==> src/rtl/AXI_package.sv <==
// Command and status encodings shared between the job loader and AXI_top.
package AXI_package;

    localparam logic [7:0] CMD_NOP         = 8'h00;
    localparam logic [7:0] CMD_WRITE       = 8'h01;
    localparam logic [7:0] CMD_START       = 8'h02;

    localparam logic [7:0] STATUS_RUNNING  = 8'h01;
    localparam logic [7:0] STATUS_ACCEPTED = 8'h02;
    localparam logic [7:0] STATUS_REJECTED = 8'h03;

endpackage

==> src/rtl/regex_job_loader_if.sv <==
// Job stream (half-word input) and result handshake of the regex job loader.
interface regex_job_loader_if;

    logic        s_valid;
    logic        s_ready;
    logic [15:0] s_data;
    logic        s_last;

    logic        res_valid;
    logic        res_ready;
    logic        res_accept;
    logic        res_error;

    modport master (
        output s_valid, s_data, s_last, res_ready,
        input  s_ready, res_valid, res_accept, res_error
    );

    modport slave (
        input  s_valid, s_data, s_last, res_ready,
        output s_ready, res_valid, res_accept, res_error
    );

endinterface

==> src/rtl/regex_job_loader.sv <==
// Loads a regex code image and a string into the matcher memory through the
// AXI_top register window, starts the matcher and reports its verdict.
module regex_job_loader
    import AXI_package::*;
#(
    parameter int REG_WIDTH     = 32,
    parameter int START_TIMEOUT = 64
) (
    input  logic                 clk,
    input  logic                 reset,
    regex_job_loader_if.slave    job,
    output logic [REG_WIDTH-1:0] address_register,
    output logic [REG_WIDTH-1:0] data_in_register,
    output logic [REG_WIDTH-1:0] cmd_register,
    output logic [REG_WIDTH-1:0] start_cc_pointer_register,
    input  logic [REG_WIDTH-1:0] status_register,
    output logic                 busy
);

    localparam int TMO_W = $clog2(START_TIMEOUT) + 1;
    localparam logic [TMO_W-1:0] TMO_LAST = TMO_W'(START_TIMEOUT - 1);

    localparam logic [REG_WIDTH-1:0] CMD_NOP_W   = REG_WIDTH'(CMD_NOP);
    localparam logic [REG_WIDTH-1:0] CMD_WRITE_W = REG_WIDTH'(CMD_WRITE);
    localparam logic [REG_WIDTH-1:0] CMD_START_W = REG_WIDTH'(CMD_START);
    localparam logic [REG_WIDTH-1:0] ST_RUN_W    = REG_WIDTH'(STATUS_RUNNING);
    localparam logic [REG_WIDTH-1:0] ST_ACC_W    = REG_WIDTH'(STATUS_ACCEPTED);
    localparam logic [REG_WIDTH-1:0] ST_REJ_W    = REG_WIDTH'(STATUS_REJECTED);

    typedef enum logic [3:0] {
        IDLE,
        LD_CODE,
        LD_STR,
        WR_ADDR,
        WR_CMD,
        WR_NOP,
        WR_TERM,
        START,
        RUN,
        DONE
    } state_t;

    state_t state;
    state_t state_next;

    logic [REG_WIDTH-1:0] addr;
    logic [REG_WIDTH-1:0] str_base;
    logic [31:0]          word_buf;
    logic                 half_cnt;
    logic                 word_last;
    logic                 in_str;
    logic                 in_term;
    logic [TMO_W-1:0]     tmo_cnt;
    logic                 acc_q;
    logic                 err_q;

    logic                 ld_phase;
    logic                 hw_accept;
    logic                 word_done;
    logic                 running;
    logic [REG_WIDTH-1:0] word_ext;

    assign ld_phase  = (state == LD_CODE) || (state == LD_STR);
    assign hw_accept = ld_phase && job.s_valid;
    assign word_done = hw_accept && (half_cnt || job.s_last);
    assign running   = (status_register == ST_RUN_W);
    assign word_ext  = REG_WIDTH'(word_buf);

    assign job.s_ready    = ld_phase;
    assign job.res_valid  = (state == DONE);
    assign job.res_accept = acc_q;
    assign job.res_error  = err_q;
    assign busy           = (state != IDLE);

    always_ff @(posedge clk or negedge reset) begin
        if (!reset) begin
            state <= IDLE;
        end else begin
            state <= state_next;
        end
    end

    // Address and data are held across the whole three-cycle write so AXI_top
    // may latch them on either side of the CMD_WRITE pulse.
    always_comb begin
        state_next                = state;
        cmd_register              = CMD_NOP_W;
        address_register          = '0;
        data_in_register          = '0;
        start_cc_pointer_register = '0;
        case (state)
            IDLE: begin
                if (job.s_valid) begin
                    state_next = LD_CODE;
                end
            end
            LD_CODE, LD_STR: begin
                if (word_done) begin
                    state_next = WR_ADDR;
                end
            end
            WR_ADDR: begin
                address_register = addr;
                data_in_register = word_ext;
                state_next       = WR_CMD;
            end
            WR_CMD: begin
                address_register = addr;
                data_in_register = word_ext;
                cmd_register     = CMD_WRITE_W;
                state_next       = WR_NOP;
            end
            WR_NOP: begin
                address_register = addr;
                data_in_register = word_ext;
                if (in_term) begin
                    state_next = START;
                end else if (!word_last) begin
                    state_next = in_str ? LD_STR : LD_CODE;
                end else if (!in_str) begin
                    state_next = LD_STR;
                end else begin
                    state_next = WR_TERM;
                end
            end
            WR_TERM: begin
                state_next = WR_ADDR;
            end
            START: begin
                start_cc_pointer_register = str_base;
                cmd_register              = CMD_START_W;
                if (running) begin
                    state_next = RUN;
                end else if (tmo_cnt == TMO_LAST) begin
                    state_next = DONE;
                end
            end
            RUN: begin
                if (!running) begin
                    state_next = DONE;
                end
            end
            DONE: begin
                if (job.res_ready) begin
                    state_next = IDLE;
                end
            end
            default: begin
                state_next = IDLE;
            end
        endcase
    end

    // Half-word packing: the first half lands low and clears the upper half,
    // so a word closed early by s_last is already zero-padded.
    always_ff @(posedge clk or negedge reset) begin
        if (!reset) begin
            word_buf  <= '0;
            half_cnt  <= 1'b0;
            word_last <= 1'b0;
        end else if (state == IDLE) begin
            word_buf  <= '0;
            half_cnt  <= 1'b0;
            word_last <= 1'b0;
        end else if (hw_accept) begin
            if (!half_cnt) begin
                word_buf <= {16'h0000, job.s_data};
                half_cnt <= !job.s_last;
            end else begin
                word_buf[31:16] <= job.s_data;
                half_cnt        <= 1'b0;
            end
            word_last <= job.s_last;
        end else if (state == WR_TERM) begin
            word_buf <= '0;
        end
    end

    // The word after the code image is a guard slot: it is skipped, never
    // written, and the string starts one word further on.
    always_ff @(posedge clk or negedge reset) begin
        if (!reset) begin
            addr     <= '0;
            str_base <= '0;
            in_str   <= 1'b0;
            in_term  <= 1'b0;
        end else if (state == IDLE) begin
            addr     <= '0;
            str_base <= '0;
            in_str   <= 1'b0;
            in_term  <= 1'b0;
        end else if (state == WR_NOP) begin
            if (!in_term && word_last && !in_str) begin
                addr     <= addr + REG_WIDTH'(4);
                str_base <= addr + REG_WIDTH'(4);
                in_str   <= 1'b1;
            end else begin
                addr <= addr + REG_WIDTH'(2);
                if (!in_term && word_last && in_str) begin
                    in_term <= 1'b1;
                end
            end
        end
    end

    always_ff @(posedge clk or negedge reset) begin
        if (!reset) begin
            tmo_cnt <= '0;
        end else if (state == START) begin
            tmo_cnt <= tmo_cnt + TMO_W'(1);
        end else begin
            tmo_cnt <= '0;
        end
    end

    // The verdict is captured once on leaving START/RUN and then held
    // unchanged for the whole DONE handshake.
    always_ff @(posedge clk or negedge reset) begin
        if (!reset) begin
            acc_q <= 1'b0;
            err_q <= 1'b0;
        end else begin
            case (state)
                IDLE: begin
                    acc_q <= 1'b0;
                    err_q <= 1'b0;
                end
                START: begin
                    if (!running && tmo_cnt == TMO_LAST) begin
                        acc_q <= 1'b0;
                        err_q <= 1'b1;
                    end
                end
                RUN: begin
                    if (!running) begin
                        acc_q <= (status_register == ST_ACC_W);
                        err_q <= (status_register != ST_ACC_W) &&
                                 (status_register != ST_REJ_W);
                    end
                end
                DONE: begin
                    if (job.res_ready) begin
                        acc_q <= 1'b0;
                        err_q <= 1'b0;
                    end
                end
                default: begin
                end
            endcase
        end
    end

endmodule

==> src/flat_wrapper.sv <==
// flat-port wrapper written by rule: the top's interface ports become plain ports
module regex_job_loader_flat import AXI_package::*;
#(
    parameter int REG_WIDTH     = 32,
    parameter int START_TIMEOUT = 64
)
  (clk, reset, address_register, data_in_register, cmd_register, start_cc_pointer_register, status_register, busy, job_s_valid, job_s_data, job_s_last, job_res_ready, job_s_ready, job_res_valid, job_res_accept, job_res_error);
  regex_job_loader_if job_i ();
  input  logic clk;
  input  logic reset;
  output logic [REG_WIDTH-1:0] address_register;
  output logic [REG_WIDTH-1:0] data_in_register;
  output logic [REG_WIDTH-1:0] cmd_register;
  output logic [REG_WIDTH-1:0] start_cc_pointer_register;
  input  logic [REG_WIDTH-1:0] status_register;
  output logic busy;
  input wire logic [$bits(job_i.s_valid)-1:0] job_s_valid;
  input wire logic [$bits(job_i.s_data)-1:0] job_s_data;
  input wire logic [$bits(job_i.s_last)-1:0] job_s_last;
  input wire logic [$bits(job_i.res_ready)-1:0] job_res_ready;
  output wire logic [$bits(job_i.s_ready)-1:0] job_s_ready;
  output wire logic [$bits(job_i.res_valid)-1:0] job_res_valid;
  output wire logic [$bits(job_i.res_accept)-1:0] job_res_accept;
  output wire logic [$bits(job_i.res_error)-1:0] job_res_error;
  assign job_i.s_valid = job_s_valid;
  assign job_i.s_data = job_s_data;
  assign job_i.s_last = job_s_last;
  assign job_i.res_ready = job_res_ready;
  assign job_s_ready = job_i.s_ready;
  assign job_res_valid = job_i.res_valid;
  assign job_res_accept = job_i.res_accept;
  assign job_res_error = job_i.res_error;
  regex_job_loader #(.REG_WIDTH(REG_WIDTH), .START_TIMEOUT(START_TIMEOUT)) u_core (.clk(clk), .reset(reset), .job(job_i), .address_register(address_register), .data_in_register(data_in_register), .cmd_register(cmd_register), .start_cc_pointer_register(start_cc_pointer_register), .status_register(status_register), .busy(busy));
endmodule
==> config.mk <==
export PLATFORM = sky130hd
export DESIGN_NAME = regex_job_loader_flat
export DESIGN_NICKNAME = d
export VERILOG_FILES = /design/src/rtl/AXI_package.sv /design/src/rtl/regex_job_loader_if.sv /design/src/rtl/regex_job_loader.sv /design/src/flat_wrapper.sv
export SDC_FILE = /design/constraint.sdc
export NUM_CORES = 1
export LEC_CHECK = 0
export ABC_AREA = 0
export CORE_MARGIN = 2
export CORE_UTILIZATION = 52
export DETAILED_ROUTE_END_ITERATION = 10
export PLACE_DENSITY = 0.92
export SKIP_CTS_REPAIR_TIMING = 1
export SLEW_MARGIN = 20
export SYNTH_ARGS = -nofsm -noshare
export SYNTH_HDL_FRONTEND = slang
export SYNTH_SLANG_ARGS = --single-unit
==> constraint.sdc <==
create_clock -name clk -period 3.4 [get_ports clk]
set_clock_uncertainty 0.1 [all_clocks]
set_input_delay 0.68 -clock clk [delete_from_list [all_inputs] [get_ports clk]]
set_output_delay 0.68 -clock clk [all_outputs]
set_load 0.01 [all_outputs]
==> out/results.tsv, run 1 <==
metric	value	unit
synth_top_area_cell	dfrtp_1	
grt_pass1_wl	26900	µm
grtUsageTotal	25.3	%
post_drt_wl_per_cell	16.1	µm
wl_met3	1260	µm
syn_area_per_cell	8.74	µm²
synth_edf_count	0	
syn_to_final_growth	28.2	%
antenna_found_initial	0	
grt_pass1_vias	5398	
row_count	40	
clk_latency	0.35	ns
ys_warn_count	0	
postSynthCellCount	743	
synth_seq_cells	111	
gp_congestion	0.913	
post-route-period-util	94.5	%
synthTopCellsByArea	dfrtp_1 43%, and2_1 9.2%, o21ai_0 5.6%	
setup_ws	0.186	ns
cap_violations	0	
worstHoldPathType	input port to asynchronous set/reset pin	
cts.sinks	111	
n_antenna_cell	0	
firstDrtPassIters	5	
rr_worst_depth	6	
fin_area	8330	µm²
crit_buf_inv	3	
cts_tree	yes	
tightest_slew	0.810	ns
syn_area	6490	µm²
cts_root_buf	clkbuf_16	
grt_max_degree	61	
synth_top_area_share	42.8	%
fp.dieW	116	µm
die_area	13400	µm²
postPlaceCellArea	8040	µm²
ys.flop_type	dfrtp_1	
drive_gt1_share	6.06	%
max_stage_delay	0.53	ns
critPathSlowestCell	clkdlybuf4s50_1	
crit_arrival	2.43	ns
drt_iter0_markers	514	
vdd_drop_max	264	µV
routed_wl	16800	µm
critPathRequiredTime	2.62	ns
wl_met1	7040	µm
cp_max_fo	30	
cp_cell_sequence	nand2b_1, or2_2, inv_1, buf_12, and2_1, clkdlybuf4s50_1	
start_kind	flop	
clkTransAtPathRegs	0.07	ns
drc	0	
report.final.slew_viol_count	0	
cp.depth	6	
powerDensity	321	nW/µm²
final_nets	926	
grt_setup_unrepaired	false	
synth.distinct_cells	63	
port_buffers	153	
routed.top_layer	met4	
dpl.hpwl	12000	µm
period_needed	3.21	ns
place_ws	0.434	ns
clk_path_buf_depth	2	
endpoint_kind	output port	
fin_setup_tns	0	ns
finalSetupViolCount	0	
path_delay_family	buffers and inverters	
htreeDepth	3	
synthArstFlopShare	100	%
status	completed	
seq_area_frac_synth	42.8	%
dr_total_vias	5850	
grt_overflow	0	
fmax	311	MHz
core-area	12100	µm²
hold_violations	0	
viasPerCell	5.61	
ios	186	
initial_core_util	53.6	%
critPathKind	flop to output port	
numCtsBuffers	9	
die_y	116	µm
slew_headroom	45.5	%
leakage	0.00351	µW
postRouteAntennaNets	0	
wl_met2	8250	µm
-- registers in the layout, summed over array words and instances (netlist names) --
name                   flops
u_core.job.res_accept      1
u_core.str_base           31
u_core.addr               31
u_core.in_str              1
u_core.tmo_cnt             7
u_core.job.res_error       1
u_core.word_buf           32
u_core.half_cnt            1
u_core.state               4
u_core.word_last           1
u_core.in_term             1
-- cell type report --
type	count	area [µm²]
Fill cell	969	3780
Multi-Input combinational cell	566	3330
Sequential cell	111	2780
Timing Repair Buffer	170	1690
Clock buffer	9	225
Tap cell	168	210
Clock inverter	7	53.8
Inverter	12	45.0
-- Yosys cell counts (13+ instances only) --
cell type  instances
clkbuf_1          37
buf_4             34
a22o_1            16
nor2_1            32
nand4_1           20
and2_1            95
dfrtp_1          111
o21ai_0           73
nor3_1            15
nand2_1           66
xnor2_1           16
nand3_1           69
xor2_1            21
nor4_1            13
-- per-layer routing --
layer	global-route usage (%)	up-vias
met5	0	-
li1	-	2774
met1	33.3	2777
met4	6.59	0
met3	5.49	28
met2	42.7	271
-- where the power goes --
group          internal (µW)  switching [µW]
logic                    122             195
clock network            508             512
registers               1330            8.66
total                   1960             716
-- worst paths after layout --
path | slack [ns] | from | end
setup / recovery | 0.19 | u_core.state[2] | start_cc_pointer_register[14]
hold / removal | 0.26 | reset | u_core.str_base[16]
setup reg to reg | 0.81 | u_core.addr[2] | u_core.addr[28]
hold reg to reg | 0.39 | u_core.tmo_cnt[0] | u_core.tmo_cnt[0]
max in group asynchronous | 2.19 | reset | u_core.word_buf[8]
min in group clk | 0.39 | u_core.tmo_cnt[0] | u_core.tmo_cnt[0]
-- layout by cell type (no fill, tap or decap), types with 3 or more instances in the layout --
cell type	synthesis	layout
a21oi_1	12	12
a22o_1	16	16
a31oi_1	11	11
and2_1	95	95
and3_1	6	6
and4_1	3	3
buf_4	34	15
clkbuf_16	0	9
clkdlybuf4s50_1	0	152
conb_1	1	32
dfrtp_1	111	109
ha_1	3	3
inv_1	11	11
inv_6	0	4
mux2_2	5	5
mux2i_1	7	7
nand2_1	66	66
nand3_1	69	69
nand4_1	20	20
nor2_1	32	31
nor2b_1	6	6
nor3_1	15	15
nor4_1	13	13
o211ai_1	4	4
o21ai_0	73	73
or3_1	3	3
xnor2_1	16	16
xor2_1	21	21
-- cell families after synthesis --
group / count (synthesis) / share of synthesized area, %
fa+ha+maj: 3 / 0.578
other cells: 1 / 0.0577
buf+inv: 97 / 7.82
mux: 12 / 1.95
simple gates: 347 / 29.1
xor+xnor: 37 / 4.99
compound gates: 135 / 12.7
flops: 111 / 42.8
-- through the flow --
step / instances / util [%] / hold slack, ns / power, µW
final: 1043 / 68.8 / 0.256 / 2670
after global routing: 1043 / 68.8 / 0.307 / 2780
after CTS: 1043 / 68.7 / 0.286 / 2700
after detailed placement: 1027 / 66.4 / 0.379 / 1680
after global placement: 1027 / 66.4 / 0.373 / 1670
after floorplan: 774 / - / 0.284 / 1540
(Power assumes the default switching activity.)
==> run 2, diff against run 1 <==
--- a/config.mk
+++ b/config.mk
@@ -5,7 +5,7 @@
 export SDC_FILE = /design/constraint.sdc
 export NUM_CORES = 1
 export LEC_CHECK = 0
-export ABC_AREA = 0
+export CORE_ASPECT_RATIO = 1.5
 export CORE_MARGIN = 2
 export CORE_UTILIZATION = 52
 export DETAILED_ROUTE_END_ITERATION = 10
==> run 2 against run 1 <==
  * Fmax is 1.6% lower
  * Count of clock-buffer cells in the layout is 1 higher
  * Sequential share of layout area is 0.055 points lower
  * Final area is 0.12% higher
  * Flip-flop and latch count stayed put
  * Critical path depth is 1 higher
  * Register-to-register slack worse by 0.08 ns
  * Power is 0.36% higher
  * Via count is 0.31% higher
==> out/results.tsv, run 2 (synthesis results as in run 1) <==
metric	value	unit	change
status	completed		
path_delay_family	buffers and inverters		
dp_cells	1018		-0.88%
hold_violations	0		unchanged
grt_setup_unrepaired	false		
htreeDepth	3		unchanged
layout_commonest_cell	clkdlybuf4s50_1		
fp.dieW	95.3	µm	-18%
whs	0.293	ns	+0.0371 ns
final_cells	1035		-0.77%
routed_wl	17400	µm	+3.5%
port_buffers	153		unchanged
initial_core_util	52.7	%	-0.93 points
top_register	u_core.word_buf		
worstHoldPathType	input port to asynchronous set/reset pin		
grtUsageTotal	26.6	%	+1.3 points
multi_input_area	3330	µm²	+0.15%
slew_headroom	37.0	%	-8.4 points
clk_latency	0.35	ns	about the same
final_nets	930		+0.43%
cp_max_fo	18		-40%
cap_violations	0		unchanged
fmax	306	MHz	-1.6%
clkTransAtPathRegs	0.08	ns	about the same
nFillCells	978		+0.93%
grt_max_degree	63		+3.3%
critPathRequiredTime	2.62	ns	about the same
core-area	12300	µm²	+1.8%
report.final.slew_viol_count	0		unchanged
postPlaceCellArea	8040	µm²	unchanged
crit_buf_inv	4		+1
dr_total_vias	5868		+0.31%
dpl.hpwl	12600	µm	+5.5%
die_area	13400	µm²	+0.13%
drt_iter0_markers	361		-30%
cts_root_buf	clkbuf_16		
cp_cell_sequence	buf_4, nand2b_1, or2_2, inv_1, buf_6, and2_1, clkdlybuf4s50_1		
post_drt_wl_per_cell	16.8	µm	+4.3%
vdd_drop_max	225	µV	-15%
numCtsBuffers	9		unchanged
largest_register_ffs	32		unchanged
syn_to_final_growth	28.4	%	
n_antenna_cell	0		unchanged
ios	186		unchanged
postRouteAntennaNets	0		unchanged
finalSetupViolCount	0		unchanged
period_needed	3.27	ns	+0.0512 ns
power	2680	µW	+0.36%
drc	0		unchanged
row_count	50		+25%
start_kind	flop		
die_y	141	µm	+22%
reg_top3	u_core.word_buf x32, u_core.addr x31, u_core.str_base x31		
critPathKind	flop to output port		
grt_pass1_vias	5830		+8.0%
firstDrtPassIters	5		unchanged
powerDensity	322	nW/µm²	+0.24%
final_cell_mix	152 x clkdlybuf4s50_1, 110 x dfrtp_1, 95 x and2_1		
leakage	0.00352	µW	+0.16%
fin_area	8340	µm²	+0.12%
viasPerCell	5.67		+1.1%
antenna_found_initial	0		unchanged
tightest_slew	0.936	ns	+0.126 ns
drive_gt1_share	6.26	%	+0.20 points
cts_tree	yes		
grt_pass1_wl	28200	µm	+4.8%
cts.sinks	111		unchanged
gp_congestion	0.943		+3.3%
critPathSlowestCell	clkdlybuf4s50_1		
grt_overflow	0		unchanged
clk_path_buf_depth	2		unchanged
regArea	2780	µm²	about the same
endpoint_kind	output port		
post-route-period-util	96.0	%	+1.5 points
max_stage_delay	0.56	ns	+0.03 ns
fin_setup_tns	0	ns	unchanged
crit_arrival	2.49	ns	+0.06 ns
run 2: cell count changes in the layout (fill, tap and decap cells not counted), sizes merged:
cell,before,now
buf,18,22
clkbuf,9,10
clkinv,4,3
clkinvlp,0,1
inv,15,14
run 2: area by class of cell:
cell class | instances | area share, %
Inverter | 12 | 0.540
Timing Repair Buffer | 174 | 20.4
Sequential cell | 111 | 33.3
Multi-Input combinational cell | 566 | 40.0
Clock inverter | 6 | 0.645
Tap cell | 156 | 2.34
Clock buffer | 10 | 2.75
run 2: per-layer routing:
metal,routed length (µm),GRT usage (%)
met5,0,0
met1,6480,30.3
met4,567,12.3
met2,9440,48.7
met3,899,2.83
run 2: worst paths after layout:
kind / slack (ns) / cells past startpoint / to / start
max: 0.13 / 7 / start_cc_pointer_register[29] / u_core.state[2]
min: 0.29 / 1 / u_core.str_base[8] / reset
max reg2reg: 0.73 / 6 / u_core.addr[28] / u_core.addr[2]
min reg2reg: 0.40 / 1 / u_core.word_buf[26] / u_core.word_buf[26]
max in group asynchronous: 2.07 / 2 / u_core.state[2] / reset
min in group clk: 0.40 / 1 / u_core.word_buf[26] / u_core.word_buf[26]
run 2: metrics by stage:
step	util [%]	worst slack (ns)
4_1_cts	67.6	0.0328
5_1_grt	67.7	0.0215
2_1_floorplan	-	1.02
6_report	67.7	0.135
3_3_place_gp	65.3	0.494
3_5_place_dp	65.3	0.440
run 2: report_power, final:
group          switching, µW  total (µW)  internal, µW  leakage [µW]
Combinational            203         329           126       0.00188
Clock                    509        1020           511      0.000136
Sequential              6.58        1330          1330       0.00151
run 2: worst register-to-register path: stages (launching register included):
cell and delay (ns):
dfrtp_1 0.55, ha_1 0.30, nand3_1 0.26, nor3_2 0.56, nand3_1 0.29, o311ai_0 0.34
o41ai_1 0.14
